==> src/rtl/jtag_rx_fifo.sv <==
// ECP5 JTAGG user chain 2: host-written bytes land in a small show-ahead FIFO
// drained by a valid/ready consumer; capture-DR reports FIFO status.
module jtag_rx_fifo #(
  parameter int DEPTH  = 16,
  parameter int DATA_W = 8
) (
  input  logic              JTCK,
  input  logic              JRSTN,
  input  logic              JTDI,
  input  logic              JSHIFT,
  input  logic              JUPDATE,
  input  logic              JCE2,
  output logic              JTD2,
  output logic [DATA_W-1:0] rd_data,
  output logic              rd_valid,
  input  logic              rd_ready,
  output logic [4:0]        fifo_count
);

  localparam int         AW      = (DEPTH > 1) ? $clog2(DEPTH) : 1;
  localparam logic [4:0] DEPTH_C = 5'(DEPTH);

  logic [15:0]       shift_q, shift_d;
  logic              jtd2_q, jtd2_d;
  logic              armed_q, armed_d;
  logic [AW-1:0]     wptr_q, wptr_d, rptr_q, rptr_d;
  logic [4:0]        count_q, count_d;
  logic              ovf_q, ovf_d;
  logic [DATA_W-1:0] mem_q [DEPTH];

  logic        full_s, empty_s, upd_s, push_s, clr_s, pop_s, wr_s, drop_s;
  logic [15:0] status_s;

  assign full_s   = (count_q == DEPTH_C);
  assign empty_s  = (count_q == 5'd0);
  assign status_s = {ovf_q, full_s, empty_s, count_q, 8'h00};
  // Only an update that follows our own shift belongs to this chain.
  assign upd_s    = JUPDATE & armed_q;
  assign push_s   = upd_s & shift_q[15];
  assign clr_s    = upd_s & shift_q[14];
  assign pop_s    = ~empty_s & rd_ready;
  assign wr_s     = push_s & (~full_s | pop_s);
  assign drop_s   = push_s & full_s & ~pop_s;

  // Next-state for the DR, FIFO pointers, occupancy and overflow flag.
  always_comb begin
    shift_d = shift_q;
    jtd2_d  = jtd2_q;
    armed_d = armed_q;
    if (JCE2) begin
      if (JSHIFT) begin
        jtd2_d  = shift_q[0];
        shift_d = {JTDI, shift_q[15:1]};
        armed_d = 1'b1;
      end else begin
        shift_d = status_s;
      end
    end else begin
      shift_d = shift_q;
    end
    if (upd_s) begin
      armed_d = 1'b0;
    end else begin
      armed_d = armed_d;
    end
    if (drop_s) begin
      ovf_d = 1'b1;
    end else if (clr_s) begin
      ovf_d = 1'b0;
    end else begin
      ovf_d = ovf_q;
    end
    wptr_d  = wr_s  ? (wptr_q + AW'(1'b1)) : wptr_q;
    rptr_d  = pop_s ? (rptr_q + AW'(1'b1)) : rptr_q;
    count_d = count_q + {4'd0, wr_s} - {4'd0, pop_s};
  end

  // State registers; a reset mid-frame discards the partial frame.
  always_ff @(posedge JTCK or negedge JRSTN) begin
    if (!JRSTN) begin
      shift_q <= 16'h0000;
      jtd2_q  <= 1'b0;
      armed_q <= 1'b0;
      wptr_q  <= '0;
      rptr_q  <= '0;
      count_q <= 5'd0;
      ovf_q   <= 1'b0;
    end else begin
      shift_q <= shift_d;
      jtd2_q  <= jtd2_d;
      armed_q <= armed_d;
      wptr_q  <= wptr_d;
      rptr_q  <= rptr_d;
      count_q <= count_d;
      ovf_q   <= ovf_d;
    end
  end

  // Payload storage, intentionally not reset.
  always_ff @(posedge JTCK) begin
    if (wr_s) begin
      mem_q[wptr_q] <= shift_q[DATA_W-1:0];
    end
  end

  assign JTD2       = jtd2_q;
  assign fifo_count = count_q;
  assign rd_valid   = ~empty_s;
  assign rd_data    = empty_s ? {DATA_W{1'b0}} : mem_q[rptr_q];

endmodule

==> config.mk <==
export PLATFORM = sky130hd
export DESIGN_NAME = jtag_rx_fifo
export DESIGN_NICKNAME = d
export VERILOG_FILES = /design/src/rtl/jtag_rx_fifo.sv
export SDC_FILE = /design/constraint.sdc
export NUM_CORES = 1
export LEC_CHECK = 0
export ABC_CLOCK_PERIOD_IN_PS = 3500
export CORE_ASPECT_RATIO = 1.2
export CORE_MARGIN = 1.5
export CORE_UTILIZATION = 45
export CTS_CLUSTER_SIZE = 14
export DETAILED_ROUTE_END_ITERATION = 16
export GPL_TIMING_DRIVEN = 0
export SLEW_MARGIN = 20
export SYNTH_ARGS = -nofsm -noshare
export SYNTH_HDL_FRONTEND = slang
export SYNTH_SLANG_ARGS = --single-unit
==> constraint.sdc <==
create_clock -name JTCK -period 3.5 [get_ports JTCK]
set_input_delay 0.7 -clock JTCK [delete_from_list [all_inputs] [get_ports JTCK]]
set_output_delay 0.7 -clock JTCK [all_outputs]
set_load 0.05 [all_outputs]
Yosys cells after proc, flatten, opt, wreduce, memory -nomap -nowiden

Memories as Yosys holds them, arrays and structs flattened.
Cells that the tools add are included.

$add $sub $neg: 4
Mux-type cells: 9
Eq/ne operators: 1
Bitwise logic cells: 11
Reductions and logical operators: 6

Operator list:

| operator                                                       | number |
|---|---|
| 16-bit two-way mux                                             | 1 |
| 4-bit by 1-bit adder with 4-bit output (second input constant) | 2 |
| 8-bit two-way mux                                              | 1 |
| 1-bit bitwise AND                                              | 7 |
| 1-bit two-way mux                                              | 7 |
| 2-bit nonzero test                                             | 3 |
| 5-bit by 1-bit adder with 5-bit output                         | 1 |
| 5-bit == test (second input constant)                          | 1 |
| 5-bit zero test                                                | 1 |
| 5-bit by 1-bit subtractor with 5-bit output                    | 1 |
| 2-bit AND reduction                                            | 2 |
| 1-bit inverter                                                 | 3 |
| 1-bit bitwise OR                                               | 1 |

RAM bits: 128
Memories: 1
Bits in registers: 32

Memories:

| name  | depth | bits a word | read ports | clocked after Yosys merged registers in | wr ports | line | source |
|---|---|---|---|---|---|---|---|
| mem_q | 16    | 8           | 1          | 0                                       | 1        | 29   | `logic [DATA_W-1:0] mem_q [DEPTH];` |

Longest topological paths before layout

Depth after elaboration: 7
Mapped depth: 14

Worst setup path before layout

Ideal clock, no wire load.

Kind: register to register
Start: reg count_q[3], in the netlist fifo_count[3]
End: reg count_q[4], in the netlist fifo_count[4]
Data arrival time: 2953 ps
Stages on the path, launching flop included: 15
Buffers on the path: 1
Path slack: 423 ps
Setup time: 123 ps
Period minus slack after synthesis: 3077 ps
Cells stage by stage: dfrtp_1 -> inv_1 -> ha_1 -> nor4b_4 -> inv_2 -> and2_4 -> buf_6 -> nand2_1 -> o21ai_0 -> ha_1 -> fa_1 -> a21oi_1 -> nor2_1 -> nor2_1 -> xnor2_1

Cells in the longest elaborated chain, start to end: 7
Elaborated cells between the ends (all ways): 9
Classes of those cells: add/sub (2); eq/ne (1); bitwise (5); reduce/logical (1)

RTL lines:

| what                                          | line | source |
|---|---|---|
| start: declaration                            | 27   | `logic [4:0] count_q, count_d;` |
| start signal: assignment                      | 94   | `count_q <= count_d;` |
| 5-bit zero test *                             | 35   | `assign empty_s = (count_q == 5'd0);` |
| 1-bit inverter *                              | -    |  |
| named net rd_valid                            | 15   | `output logic rd_valid,` |
| 1-bit bitwise AND *                           | 41   | `assign pop_s = ~empty_s & rd_ready;` |
| 1-bit bitwise OR                              | 42   | `assign wr_s = push_s & (~full_s \| pop_s);` |
| 1-bit bitwise AND                             | 42   |  |
| 5-bit by 1-bit adder with 5-bit output        | 75   | `count_d = count_q + {4'd0, wr_s} - {4'd0, pop_s};` |
| 5-bit by 1-bit subtractor with 5-bit output * | 75   |  |
| named net count_d[4]                          | 27   |  |

Mark *: on every way through the listed nets, which the timed path passes. The rest lies on a longest branch.
A chain may end at the register's enable or synchronous reset.

Worst setup path in the final report

Start: reg rptr_q[1]
End: out rd_data[2]

Cells in the longest elaborated chain, start to end: 2

RTL lines:

| what                     | line | source |
|---|---|---|
| start: declaration       | 26   | `logic [AW-1:0] wptr_q, wptr_d, rptr_q, rptr_d;` |
| start signal: assignment | 93   | `rptr_q <= rptr_d;` |
| memory 16 x 8 bit        | -    |  |
| 8-bit two-way mux        | 109  | `assign rd_data = empty_s ? {DATA_W{1'b0}} : mem_q[rptr_q];` |
| end: declaration         | 14   | `output logic [DATA_W-1:0] rd_data,` |

No other way between the ends.

==> impl_metrics.xml <==
<?xml version="1.0" encoding="UTF-8"?>
<metrics>
  <group name="outcome">
    <metric name="status" unit="">complete, no violations</metric>
  </group>
  <group name="timing">
    <metric name="max_slew.worst_pin.slew" unit="ns">0.8617</metric>
    <metric name="skew" unit="ns">0.01257</metric>
    <metric name="report.final.hold_viol_count" unit="">0</metric>
    <metric name="timing.hold.ws" unit="ns">0.1243</metric>
    <metric name="postLayoutSetupSlackWorst" unit="ns">0.1626</metric>
    <metric name="setup_violations" unit="">0</metric>
    <metric name="timing.final.crit_share" unit="%">95.35</metric>
    <metric name="fin_crit" unit="ns">3.337</metric>
    <metric name="slew-limit-headroom" unit="%">42.34</metric>
    <metric name="report.final.slew_viol_count" unit="">0</metric>
    <metric name="fmax" unit="GHz">0.2996</metric>
    <metric name="rsz_0062_raised_after_global_routing" unit="">no</metric>
  </group>
  <group name="logic_synthesis">
    <metric name="post_synth_instance_area" unit="um2">6571</metric>
    <metric name="postSynthCellCount" unit="">373</metric>
    <metric name="synthFlopType" unit="">edfxtp_1</metric>
    <metric name="synth_enable_flop_cells" unit="">128</metric>
    <metric name="synth.yosys.warnings" unit="">0</metric>
    <metric name="ys_types" unit="">38</metric>
    <metric name="syn_nets" unit="">391</metric>
    <metric name="yosysSeqAreaShare" unit="%">70.68</metric>
    <metric name="async_reset_ff_share" unit="%">20.00</metric>
    <metric name="synth-seq-cells" unit="">160</metric>
    <metric name="avgSynthCellArea" unit="um2">17.62</metric>
  </group>
  <group name="place">
    <metric name="port_buffers" unit="">20</metric>
    <metric name="finalWeightedCongestion" unit="">0.7350</metric>
    <metric name="dp_slack" unit="ns">0.08451</metric>
    <metric name="detailedPlacementHpwl" unit="um">8415</metric>
    <metric name="dpl.cell_count" unit="">570</metric>
    <metric name="post_dp_cell_area" unit="um2">7017</metric>
  </group>
  <group name="global_routing">
    <metric name="number_of_global_route_vias_before_repair" unit="">3542</metric>
    <metric name="global_route_wire_length_before_repair" unit="um">19780</metric>
    <metric name="antenna_violations_before_repair" unit="">0</metric>
    <metric name="global_route.overflow_total" unit="">0</metric>
    <metric name="grt_start_max_net_pins" unit="">26</metric>
    <metric name="grt.total_usage" unit="%">18.23</metric>
  </group>
  <group name="critical_path">
    <metric name="cpMaxStageDelayCell" unit="">dlygate4sd1_1</metric>
    <metric name="worst_r2r_path_depth" unit="">14</metric>
    <metric name="worst_setup_path_start_kind" unit="">flip-flop</metric>
    <metric name="timing.critical_path.cells" unit="">buf_6 -&gt; buf_2 -&gt; buf_4 -&gt; mux4_2 -&gt; mux2i_1 -&gt; a211oi_1 -&gt; dlygate4sd1_1</metric>
    <metric name="reg2reg_to" unit="">fifo_count[4]$_DFF_PN0_</metric>
    <metric name="crit_type" unit="">flip-flop to output pin</metric>
    <metric name="worst-r2r-setup-slack" unit="ns">0.41</metric>
    <metric name="cp_slowest_stage_delay" unit="ns">0.54</metric>
    <metric name="worst_setup_path_end_kind" unit="">output pin</metric>
    <metric name="worst_ep_arrival_time" unit="ns">2.64</metric>
    <metric name="worstPathMaxFanout" unit="">10</metric>
    <metric name="crit_required" unit="ns">2.80</metric>
    <metric name="regToRegStartpoint" unit="">fifo_count[3]$_DFF_PN0_</metric>
  </group>
  <group name="clock_tree">
    <metric name="cts.htree.levels" unit="">4</metric>
    <metric name="num_cts_buffers" unit="">17</metric>
    <metric name="clock_tree_from_tritoncts" unit="">yes</metric>
    <metric name="cts_setup_buffers" unit="">0</metric>
    <metric name="cts_resized" unit="">9</metric>
    <metric name="ctsRootBufferMaster" unit="">clkbuf_16</metric>
    <metric name="worstSkewPairLatency" unit="ns">0.42</metric>
    <metric name="path_clk_slew" unit="ns">0.06</metric>
    <metric name="clock_path_buffers" unit="">2</metric>
    <metric name="clkSinkCount" unit="">160</metric>
    <metric name="cts-hold-fix-buffers" unit="">0</metric>
  </group>
  <group name="floorplanning">
    <metric name="chipWidth" unit="um">113.3</metric>
    <metric name="floorplan.initialDensity" unit="%">45.78</metric>
    <metric name="area_of_the_core" unit="um2">14350</metric>
    <metric name="floorplan.io_pins" unit="">22</metric>
    <metric name="std_cell_rows" unit="">48</metric>
    <metric name="die_y_extent" unit="um">135.4</metric>
    <metric name="die-area" unit="um2">15340</metric>
  </group>
  <group name="cells_and_area">
    <metric name="area_growth" unit="%">14.85</metric>
    <metric name="finalNetCount" unit="">432</metric>
    <metric name="mostFrequentLayoutCells" unit="">edfxtp_1, dfrtp_1, mux4_2, nor2_1, clkbuf_16</metric>
    <metric name="seq_cell_area" unit="um2">4644</metric>
    <metric name="stdcell_area" unit="um2">7547</metric>
    <metric name="num-fill-cells" unit="">1159</metric>
    <metric name="multi_input_area" unit="um2">1758</metric>
    <metric name="drive_above_1_share" unit="%">20.14</metric>
    <metric name="antenna_cells_inserted" unit="">0</metric>
    <metric name="layout_commonest_cell" unit="">edfxtp_1</metric>
    <metric name="final_cell_count_no_fill" unit="">602</metric>
  </group>
  <group name="drt">
    <metric name="first_iter_violations" unit="">202</metric>
    <metric name="wirelength" unit="um">12690</metric>
    <metric name="vias" unit="">3309</metric>
    <metric name="vias_per_cell" unit="">5.497</metric>
    <metric name="route.antenna.remaining_nets" unit="">0</metric>
    <metric name="drc" unit="">0</metric>
    <metric name="routedWlPerCell" unit="um">21.07</metric>
    <metric name="detailedRoute.firstPassIterationCount" unit="">4</metric>
  </group>
  <group name="power_and_ir_drop">
    <metric name="power.density_cell_area" unit="nW/um2">822.6</metric>
    <metric name="vdd.ir_drop.worst" unit="mV">0.5342</metric>
    <metric name="p_leak" unit="uW">0.002675</metric>
  </group>
  <group name="min_path">
    <metric name="worstHoldPathType" unit="">primary input to async pin</metric>
  </group>
  <group name="flow_run">
    <metric name="cap_violations" unit="">0</metric>
  </group>
</metrics>
==> flip-flops by register name, indices dropped and copies added (netlist names) <==
signal and count:
mem_q 128, shift_q 16, fifo_count 5, rptr_q 4, wptr_q 4, JTD2 1
armed_q 1, ovf_q 1
==> worst max-delay path, delay by kind of cell, from the launching register on <==
| family | cells | cell delay [ns] |
|---|---|---|
| buffers and inverters | 4 | 1.26 |
| flip-flops | 1 | 0.38 |
| multiplexers | 2 | 0.33 |
| AO/OA/AOI/OAI | 1 | 0.25 |
==> cells in the mapped netlist, types with 7 or more instances <==
library cell	n	share of area, %
nor2_1	19	1.1
edfxtp_1	128	58
inv_1	14	0.80
and2_1	7	0.67
clkbuf_1	9	0.51
mux2i_1	15	2.3
a211oi_1	16	1.8
o21ai_0	10	0.76
dfrtp_1	32	12
a21oi_1	12	0.91
mux4_2	29	9.9
ha_1	10	1.9
nor2b_1	8	0.76
nand3_1	15	1.1
==> worst max path at each step <==
stage                             from  cells past startpoint                      end  slack (ns)
2_1_floorplan  fifo_count[3]$_DFF_PN0_                     14  fifo_count[4]$_DFF_PN0_        0.42
6_report         rptr_q[1]$_DFFE_PN0N_                      7               rd_data[2]        0.16
3_3_place_gp                   JUPDATE                      5    mem_q[3][0]$_DFFE_PP_       -0.37
3_5_place_dp     rptr_q[1]$_DFFE_PN0N_                      7               rd_data[4]        0.08
4_1_cts          rptr_q[0]$_DFFE_PN0N_                      6               rd_data[0]       -0.01
5_1_grt          rptr_q[1]$_DFFE_PN0N_                      7               rd_data[2]       0.005
==> routing by layer <==
metal	GRT usage (%)	wire length, um	vias up
met1	23.55	5389	1681
li1	-	-	1531
met2	29.56	6273	84
met3	5.056	751	13
met5	0	0	-
met4	7.153	269	0
==> power breakdown <==
part / switching (uW) / internal [uW]
sequential: 149 / 2200
combinational: 1280 / 843
clock: 691 / 1040
total: 2120 / 4090
==> area by class of cell <==
type,count,share of cell area (%)
flip-flops and latches,160,61.54
multi-input cells,176,23.29
clock buffers,21,5.836
well taps,175,2.901
repair buffers,22,2.487
plain buffers,22,1.658
clock inverters,11,1.542
inverters,15,0.7460
==> stage by stage <==
stage                     total power, uW   TNS, ns  util, %
after CTS                            6294  -0.02700    52.73
after global routing                 6495         0    52.58
after global placement               4571    -2.952    48.70
after floorplan                      3957         0        -
final                                6208         0    52.58
after detailed placement             4617         0    48.88
==> cell families after synthesis <==
group / after synthesis / share of synthesized area, %
AO/OA/AOI/OAI: 41 / 3.846
XOR/XNOR: 10 / 1.333
adder cells (fa/ha/maj): 11 / 2.209
buffers and inverters: 37 / 2.741
flip-flops: 160 / 70.68
multiplexers: 49 / 13.82
AND/OR/NAND/NOR: 65 / 5.369
Note: power is estimated with default switching activity, not from simulation.
